File: src/rtl/datapath_pipe.sv
// ---------------------------------------------------------------------------
// datapath_pipe
//
// Purpose:
//   Two-stage (EX -> WB) RISC-V integer datapath. The EX stage reads the
//   register file, forwards the value retiring in WB and computes the ALU
//   result combinationally. The WB stage holds one instruction. It either
//   retires an ALU/link/immediate result on the following cycle, or it drives
//   a valid/ready data-memory request and, for loads, waits for the response.
//
// Parameters:
//   XLEN   data width of registers, ALU and memory port
//   NREGS  architectural registers (power of 2, 2..32); the register index is
//          the low $clog2(NREGS) bits of each instruction field
//
// Ports:
//   clk, rst         clock, asynchronous active-high reset
//   InValid/InReady  EX handshake; an instruction moves to WB on InValid&&InReady
//   Instr            rs1=[19:15], rs2=[24:20], rd=[11:7]
//   ImmExt, PCPlus4  extended immediate and link value
//   RegWrite, ResultSrc, MemWrite, ALUSrc, ALUControl   control unit inputs
//   ALUResult, Zero  combinational EX result and its zero flag
//   MemReq*/MemWE/MemAddr/MemWData   data-memory request channel
//   MemRspValid/MemRspData           load response channel
//   a0               current contents of x10 (0 when NREGS <= 10)
// ---------------------------------------------------------------------------
module datapath_pipe #(
    parameter int XLEN  = 32,
    parameter int NREGS = 32
) (
    input  logic            clk,
    input  logic            rst,
    input  logic            InValid,
    output logic            InReady,
    input  logic [31:0]     Instr,
    input  logic [XLEN-1:0] ImmExt,
    input  logic [XLEN-1:0] PCPlus4,
    input  logic            RegWrite,
    input  logic [1:0]      ResultSrc,
    input  logic            MemWrite,
    input  logic            ALUSrc,
    input  logic [2:0]      ALUControl,
    output logic [XLEN-1:0] ALUResult,
    output logic            Zero,
    output logic            MemReqValid,
    input  logic            MemReqReady,
    output logic            MemWE,
    output logic [XLEN-1:0] MemAddr,
    output logic [XLEN-1:0] MemWData,
    input  logic            MemRspValid,
    input  logic [XLEN-1:0] MemRspData,
    output logic [XLEN-1:0] a0
);

    localparam int RW = $clog2(NREGS);
    localparam int SW = $clog2(XLEN);

    typedef enum logic [1:0] {
        IDLE = 2'd0,
        ALU  = 2'd1,
        REQ  = 2'd2,
        RSP  = 2'd3
    } wb_state_t;

    // Architectural register file; x0 is never written, so it stays 0.
    logic [XLEN-1:0] regs_q [NREGS];
    logic [XLEN-1:0] regs_d [NREGS];

    // WB stage state and the instruction it holds.
    wb_state_t       state_q, state_d;
    logic            mem_req_valid_q, mem_req_valid_d;
    logic [RW-1:0]   wb_rd_q, wb_rd_d;
    logic            wb_reg_write_q, wb_reg_write_d;
    logic [1:0]      wb_result_src_q, wb_result_src_d;
    logic            wb_mem_write_q, wb_mem_write_d;
    logic [XLEN-1:0] wb_alu_q, wb_alu_d;
    logic [XLEN-1:0] wb_wdata_q, wb_wdata_d;
    logic [XLEN-1:0] wb_imm_q, wb_imm_d;
    logic [XLEN-1:0] wb_pc4_q, wb_pc4_d;

    // EX stage combinational signals.
    logic [RW-1:0]   rs1_idx, rs2_idx, rd_idx;
    logic [XLEN-1:0] rs1_val, rs2_val;
    logic [XLEN-1:0] src_a, src_b;
    logic [XLEN-1:0] alu_result;
    logic            accept;
    logic            ex_is_mem;
    wb_state_t       ex_target;

    // Retirement signals.
    logic            retire;
    logic            fwd_en;
    logic [XLEN-1:0] retire_val;

    // Only a few instruction bits carry register indices; the rest are
    // folded here so the whole field counts as consumed.
    logic            unused_instr;
    assign unused_instr = ^Instr;

    assign rs1_idx = Instr[15 +: RW];
    assign rs2_idx = Instr[20 +: RW];
    assign rd_idx  = Instr[7 +: RW];

    // The WB instruction retires in ALU state, on a store handshake, or when
    // the load response arrives. A load handshake itself does not retire.
    assign retire = (state_q == ALU) ||
                    ((state_q == REQ) && wb_mem_write_q && MemReqReady) ||
                    ((state_q == RSP) && MemRspValid);

    // EX may accept whenever WB is empty or is emptying this very cycle.
    assign InReady = (state_q == IDLE) || retire;
    assign accept  = InValid && InReady;

    // Result selection of the retiring instruction.
    always_comb begin
        retire_val = wb_alu_q;
        case (wb_result_src_q)
            2'b00:   retire_val = wb_alu_q;
            2'b01:   retire_val = MemRspData;
            2'b10:   retire_val = wb_pc4_q;
            default: retire_val = wb_imm_q;
        endcase
    end

    // Forwarding applies only to a real register write this cycle; x0
    // writes are discarded and therefore never forwarded.
    assign fwd_en = retire && wb_reg_write_q && (wb_rd_q != '0);

    // Operand read: x0 reads zero, otherwise take the retiring value when it
    // targets the same register, otherwise the register file.
    always_comb begin
        rs1_val = regs_q[rs1_idx];
        rs2_val = regs_q[rs2_idx];
        if (rs1_idx == '0) begin
            rs1_val = '0;
        end else if (fwd_en && (wb_rd_q == rs1_idx)) begin
            rs1_val = retire_val;
        end
        if (rs2_idx == '0) begin
            rs2_val = '0;
        end else if (fwd_en && (wb_rd_q == rs2_idx)) begin
            rs2_val = retire_val;
        end
    end

    assign src_a = rs1_val;
    assign src_b = ALUSrc ? ImmExt : rs2_val;

    // ALU; shifts use only the low log2(XLEN) bits of the second operand.
    always_comb begin
        alu_result = '0;
        case (ALUControl)
            3'b000:  alu_result = src_a + src_b;
            3'b001:  alu_result = src_a - src_b;
            3'b010:  alu_result = src_a & src_b;
            3'b011:  alu_result = src_a | src_b;
            3'b100:  alu_result = src_a ^ src_b;
            3'b101:  alu_result = {{(XLEN-1){1'b0}}, ($signed(src_a) < $signed(src_b))};
            3'b110:  alu_result = src_a << src_b[SW-1:0];
            default: alu_result = src_a >> src_b[SW-1:0];
        endcase
    end

    assign ALUResult = alu_result;
    assign Zero      = (alu_result == '0);

    // Anything that loads (ResultSrc=01) or stores goes through the memory
    // port; everything else retires straight from the ALU state.
    assign ex_is_mem = (ResultSrc == 2'b01) || MemWrite;
    assign ex_target = ex_is_mem ? REQ : ALU;

    // WB next-state logic.
    always_comb begin
        state_d = state_q;
        case (state_q)
            IDLE: begin
                if (accept) begin
                    state_d = ex_target;
                end
            end
            ALU: begin
                state_d = accept ? ex_target : IDLE;
            end
            REQ: begin
                if (MemReqReady) begin
                    if (wb_mem_write_q) begin
                        state_d = accept ? ex_target : IDLE;
                    end else begin
                        state_d = RSP;
                    end
                end
            end
            default: begin
                if (MemRspValid) begin
                    state_d = accept ? ex_target : IDLE;
                end
            end
        endcase
        mem_req_valid_d = (state_d == REQ);
    end

    // EX->WB pipeline register; loads only when an instruction is accepted,
    // so the request fields stay stable while a request is pending.
    always_comb begin
        wb_rd_d         = wb_rd_q;
        wb_reg_write_d  = wb_reg_write_q;
        wb_result_src_d = wb_result_src_q;
        wb_mem_write_d  = wb_mem_write_q;
        wb_alu_d        = wb_alu_q;
        wb_wdata_d      = wb_wdata_q;
        wb_imm_d        = wb_imm_q;
        wb_pc4_d        = wb_pc4_q;
        if (accept) begin
            wb_rd_d         = rd_idx;
            wb_reg_write_d  = RegWrite;
            wb_result_src_d = ResultSrc;
            wb_mem_write_d  = MemWrite;
            wb_alu_d        = alu_result;
            wb_wdata_d      = rs2_val;
            wb_imm_d        = ImmExt;
            wb_pc4_d        = PCPlus4;
        end
    end

    // Register file write at retirement.
    always_comb begin
        regs_d = regs_q;
        if (fwd_en) begin
            regs_d[wb_rd_q] = retire_val;
        end
    end

    // All state. Reset abandons any outstanding request or response: the
    // FSM returns to IDLE and the request valid drops at once.
    always_ff @(posedge clk or posedge rst) begin
        if (rst) begin
            state_q         <= IDLE;
            mem_req_valid_q <= 1'b0;
            wb_rd_q         <= '0;
            wb_reg_write_q  <= 1'b0;
            wb_result_src_q <= 2'b00;
            wb_mem_write_q  <= 1'b0;
            wb_alu_q        <= '0;
            wb_wdata_q      <= '0;
            wb_imm_q        <= '0;
            wb_pc4_q        <= '0;
            for (int i = 0; i < NREGS; i++) begin
                regs_q[i] <= '0;
            end
        end else begin
            state_q         <= state_d;
            mem_req_valid_q <= mem_req_valid_d;
            wb_rd_q         <= wb_rd_d;
            wb_reg_write_q  <= wb_reg_write_d;
            wb_result_src_q <= wb_result_src_d;
            wb_mem_write_q  <= wb_mem_write_d;
            wb_alu_q        <= wb_alu_d;
            wb_wdata_q      <= wb_wdata_d;
            wb_imm_q        <= wb_imm_d;
            wb_pc4_q        <= wb_pc4_d;
            for (int i = 0; i < NREGS; i++) begin
                regs_q[i] <= regs_d[i];
            end
        end
    end

    assign MemReqValid = mem_req_valid_q;
    assign MemWE       = wb_mem_write_q;
    assign MemAddr     = wb_alu_q;
    assign MemWData    = wb_wdata_q;

    generate
        if (NREGS > 10) begin : g_a0
            assign a0 = regs_q[10];
        end else begin : g_no_a0
            assign a0 = '0;
        end
    endgenerate

endmodule

File: config.mk
export PLATFORM = sky130hd
export DESIGN_NAME = datapath_pipe
export DESIGN_NICKNAME = d
export VERILOG_FILES = /design/src/rtl/datapath_pipe.sv
export SDC_FILE = /design/constraint.sdc
export NUM_CORES = 2
export LEC_CHECK = 0
export ABC_AREA = 0
export BUFFER_PORTS_ARGS = -buffer_cell sky130_fd_sc_hd__buf_2
export CORE_MARGIN = 2
export CORE_UTILIZATION = 40
export DETAILED_ROUTE_END_ITERATION = 12
export GPL_ROUTABILITY_DRIVEN = 0
export SETUP_SLACK_MARGIN = 0.02
export SLEW_MARGIN = 10
export SYNTH_ARGS = -nofsm -noshare
export SYNTH_HDL_FRONTEND = slang
export SYNTH_SLANG_ARGS = --single-unit
File: constraint.sdc
create_clock -name clk -period 60.8 [get_ports clk]
set_clock_uncertainty 0.2 [all_clocks]
set_input_delay 9.12 -clock clk [delete_from_list [all_inputs] [get_ports clk]]
set_output_delay 9.12 -clock clk [all_outputs]
set_load 0.01 [all_outputs]
# == Word level (Yosys, flattened, before mapping) ==
# Index checks and enable logic that the tools add are counted.
# word_totals
input_bits,141
elab_cells,115
register_bits,1164
# op_classes
n_bitwise,6
magnitude_cmp,5
mux,23
addsub,2
n_reduce_logical,20
eq_ne,15
shifts,2
# ops
cell,n
$bwmux 1024,1
$bmux 32 s5,2
$mux 32,10
$pmux 32 s7,1
$demux 32 s5,1
$pmux 32 s3,1
$add 32x32->32,1
$and 32x32->32,1
$logic_not 32->1,1
$lt 32x32->1,1
$or 32x32->32,1
$shl 32x5->32,1
$shr 32x5->32,1
$sub 32x32->32,1
$xor 32x32->32,1
$ge 6x6->1 const B,3
$not 5->6,3
$mux 2,6
$eq 5x5->1,2
$logic_not 5->1,2
$eq 3x3->1 const B,3
$logic_and 1x1->1,9
$eq 2x2->1 const B,4
$eq 2x1->1 const B,3
8 further kinds,13

# == Depth between registers and ports, before layout ==
# logic_depth
depth_word,14
ltp_mapped,32
mapped_depth_nobuf,25

# == Least setup slack after synthesis ==
# No wires, ideal clock.
# synth_path
path_type,input-to-output
start,input Instr[20]
end,output Zero
required_time_ps,51480
path_stages,31
setup_slack_ps,35217
path_buffers,8
arrival_time_ps,16263
path_cell_list,buf_4 -> buf_6 -> buf_6 -> buf_6 -> clkbuf_1 -> clkbuf_1 -> buf_1 -> mux4_2 -> mux4_2 -> mux2_2 -> nand2_1 -> o21ai_0 -> nand2_1 -> o21a_1 -> ha_1 -> clkbuf_1 -> inv_1 -> a21oi_1 -> o21bai_1 -> a21o_1 -> o31a_1 -> a221o_1 -> a41o_1 -> a221oi_1 -> nor3_1 -> o31ai_1 -> o21ai_0 -> xnor2_1 -> a2111oi_0 -> nand4_1 -> nor4_2
# synth_between
elab_chain_len,10
elab_cells_between_ends,20
classes_between,add/sub: 2; order compare: 1; eq/ne: 1; shift: 2; mux: 7; bitwise: 4; reduce/logical: 3
# synth_rtl
element,line,rtl
start: declaration,35,"input logic [31:0] Instr,"
$not 5->6 (implied by the code),133,rs2_val = regs_q[rs2_idx];
$bmux 32 s5,133,
$mux 32 (implied by the code) (2 in a row),133,
$mux 32,141,end else if (fwd_en && (wb_rd_q == rs2_idx)) begin
$mux 32 (*),139,if (rs2_idx == '0) begin
$mux 32 (*),147,assign src_b = ALUSrc ? ImmExt : rs2_val;
$sub 32x32->32 (tied with other cells),154,3'b001: alu_result = src_a - src_b;
$pmux 32 s7 (*),152,case (ALUControl)
$logic_not 32->1 (*),165,assign Zero = (alu_result == '0);
end: declaration,44,"output logic Zero,"
# Mark *: on every way between the ends. The rest lies on a longest branch, timed or not. The select of a mux whose other input is x is not followed.

# == Worst setup path after layout ==
# Same ends and word-level chain as after synthesis.

==> results.ini <==
[clock_network]
path_clk_slew_ps=60
cts_resized=0
clockBufferDepth=3
cts_root_buf=clkbuf_16
ctsHoldBuffers=0
post_cts_buffers=0
cts_made_buffers=136
clock_latency_ps=810
h-tree-depth=4
cts_tree=built
clock-sinks=1164

[synth]
synth_ff_type=dfrtp_1
synth_seq_area_share_pct=42.0
synth_area_um2=69300
yosysUniqueCellTypes=106
syn_area_per_cell_um2=10.1
syn_nets=7103
ys_warn_count=0
synthArstFlopShare_pct=100
ys_seq_elements=1164
synth-edff-count=0
syn_inst=6860

[global_routing]
overflow=0
grtUsageTotal_pct=29.5
antenna_found_initial=8
grt_max_degree=177
grt_pass1_wl_um=384000
first_global_vias=55100

[detailed_routing]
met1_length_um=105000
vias=57500
drc=0
dr.first_iter.drc_count=7116
vias_per_cell=6.28
wl_per_cell_um=28.8
topRoutingLayerUsed=met5
wl_met2_um=116000
wl_met3_um=27200
routed_wl_um=263000
ant_nets=0
firstDrtPassIters=9

[final_layout]
regArea_um2=29100
layout-drive-gt1-share_pct=21.0
layout.nets=6972
finish.utilization_pct=44.5
multiInputGateArea_um2=36800
fin_area_um2=76600
final.fill_count=16300
area_delta_synth_final_pct=10.4

[critical_path]
critical_path_peak_fanout=75
cp-end-kind=primary output
crit_arrival_ps=19040
path_class=input port to primary output
cp.required_ps=51480
ff2ff_setup_slack_ps=52110
cp-start-kind=input port

[floorplan]
dieWidth_um=420
die_h_um=420
num_rows=152
start_util_pct=40.3
dieArea_um2=177000
boundaryPins=273
core_um2=172000

[pwr]
p_per_area_nw_per_um2=46.9
power_mw=3.59
p_leak_nw=33.3
peakVddDrop_uv=27.9

[job]
drv_cap=0

[placed_design]
placed_cell_area_um2=72100
port_buffers=255
hpwl_um=168000

[worst_hold_path]
min_path_type=flip-flop to flip-flop

[timing]
rsz0062_at_grt=no
finalSetupTns_ps=0
maxSlewHeadroom_pct=6.13
fin_crit_sh_pct=46.6
hold_violations=0
fmax_mhz=35.3
drv_slew=0
fin_crit_ps=28360
finalSetupViolCount=0
tightest_slew_ps=1400

[run_status]
status=complete, no violations

==> Yosys cell counts (all sizes together), types with 23 or more instances <==
cell type  number  area share, %
o211ai         29           0.31
a21oi         171            1.2
o21ai        1200            8.7
and3           25           0.23
o22ai          66           0.60
mux4          477             15
clkbuf        479            2.6
o21a           26           0.29
a221oi         26           0.35
a211oi         60           0.66
nand2        1335            7.2
mux2i         323            4.7
a22oi         117            1.3
nand3          69           0.51
dfrtp        1164             42
nor2          157           0.86
inv           148           0.80
o21bai         24           0.26
a21o           31           0.34
mux2          175            2.8
nor3           56           0.41
nand4          23           0.21
buf           217            2.1
a31oi          26           0.24
ha            100            1.8
nor2b          28           0.25
==> stage by stage <==
| step | hold slack, ps | setup slack, ps | std cells |
|---|---|---|---|
| after detailed placement | 183 | 32730 | 8901 |
| final | 196 | 32440 | 9150 |
| after global placement | 177 | 32720 | 8901 |
| after CTS | 197 | 32650 | 9141 |
| after global routing | 202 | 32090 | 9142 |
| after floorplan | 241 | 18690 | 6860 |
==> registers in the layout (all words and copies together) (netlist names) <==
signal	flops
wb_result_src_q	2
regs_q	992
MemAddr	32
a0	32
wb_reg_write_q	1
wb_imm_q	32
MemWE	1
state_q	2
wb_pc4_q	32
MemReqValid	1
wb_rd_q	5
MemWData	32
==> cells by family (layout without fill, tap and decap cells) <==
| logic type | after synthesis | after routing | share of synthesized area (%) |
|---|---|---|---|
| multiplexers | 975 | 975 | 23.0 |
| AND/OR/NAND/NOR | 1808 | 1808 | 10.9 |
| other | 0 | 9 | 0 |
| XOR/XNOR | 30 | 30 | 0.379 |
| buffers and inverters | 846 | 817 | 5.46 |
| adder cells (fa/ha/maj) | 102 | 102 | 1.86 |
| AO/OA/AOI/OAI | 1935 | 1935 | 16.4 |
| flip-flops | 1164 | 1164 | 42.0 |
==> worst max-delay path: stages <==
cell and delay (ps):
buf_8 600, buf_4 730, buf_4 640, mux4_2 580
mux4_2 530, mux2_2 340, nand2_1 80, o21ai_0 170
nand2_1 340, o21ai_0 360, ha_1 560, nor4_1 720
or3_1 200, a21oi_1 80, or3_1 350, a211oi_1 220
o2111ai_1 140, a221oi_1 510, nand4b_1 170, nor4_1 1000
nand4_1 320, nor4_1 400, nand4_1 160, nor4_2 350
buf_2 200
==> metal layers <==
layer	vias to the layer above	global-route usage, %
li1	24600	-
met4	8	14.8
met1	28800	39.5
met5	-	0
met3	757	7.43
met2	3247	44.5
==> cell type report <==
type / count / share of cell area (%)
Clock buffer: 201 / 5.25
Antenna cell: 9 / 0.0294
Clock inverter: 39 / 0.606
Inverter: 150 / 0.748
Sequential cell: 1164 / 38.1
Multi-Input combinational cell: 4850 / 48.0
Tap cell: 2310 / 3.77
Timing Repair Buffer: 427 / 3.52
==> cells in the final DEF, fill, tap and decap left out, types with 25 or more instances in the layout <==
master | Yosys | routed
nand2_1 | 1334 | 1303
dfrtp_1 | 1164 | 1162
o21ai_0 | 1183 | 1156
mux4_2 | 477 | 477
mux2i_1 | 320 | 320
buf_2 | 60 | 248
mux2_2 | 175 | 175
a21oi_1 | 169 | 169
buf_4 | 66 | 167
nor2_1 | 155 | 153
inv_1 | 144 | 143
clkbuf_16 | 0 | 138
a22oi_1 | 117 | 117
ha_1 | 100 | 100
o22ai_1 | 66 | 66
nand3_1 | 67 | 66
a211oi_1 | 58 | 56
nor3_1 | 55 | 54
clkbuf_8 | 0 | 34
o21ai_2 | 4 | 32
nand2_2 | 1 | 31
a21o_1 | 31 | 31
clkbuf_1 | 478 | 30
o211ai_1 | 29 | 29
a31oi_1 | 25 | 25
==> final timing paths <==
path                                            end  cells after the start                     start
hold / removal             regs_q[1015]$_DFFE_PP0P_                      0  regs_q[1015]$_DFFE_PP0P_
min in group asynchronous  wb_pc4_q[15]$_DFFE_PP0P_                      2                       rst
setup / recovery                               Zero                     25                 Instr[20]
max in group asynchronous   regs_q[773]$_DFFE_PP0P_                      8                       rst
setup reg to reg            MemAddr[31]$_DFFE_PP0P_                     24    wb_rd_q[3]$_DFFE_PP0P_
hold reg to reg            regs_q[1015]$_DFFE_PP0P_                      0  regs_q[1015]$_DFFE_PP0P_
==> power by group <==
part,switching (mW),internal (mW)
clock network,0.348,0.481
registers,0.220,1.05
logic,0.925,0.560
total,1.49,2.09
Note: power is estimated with default switching activity, not from simulation.
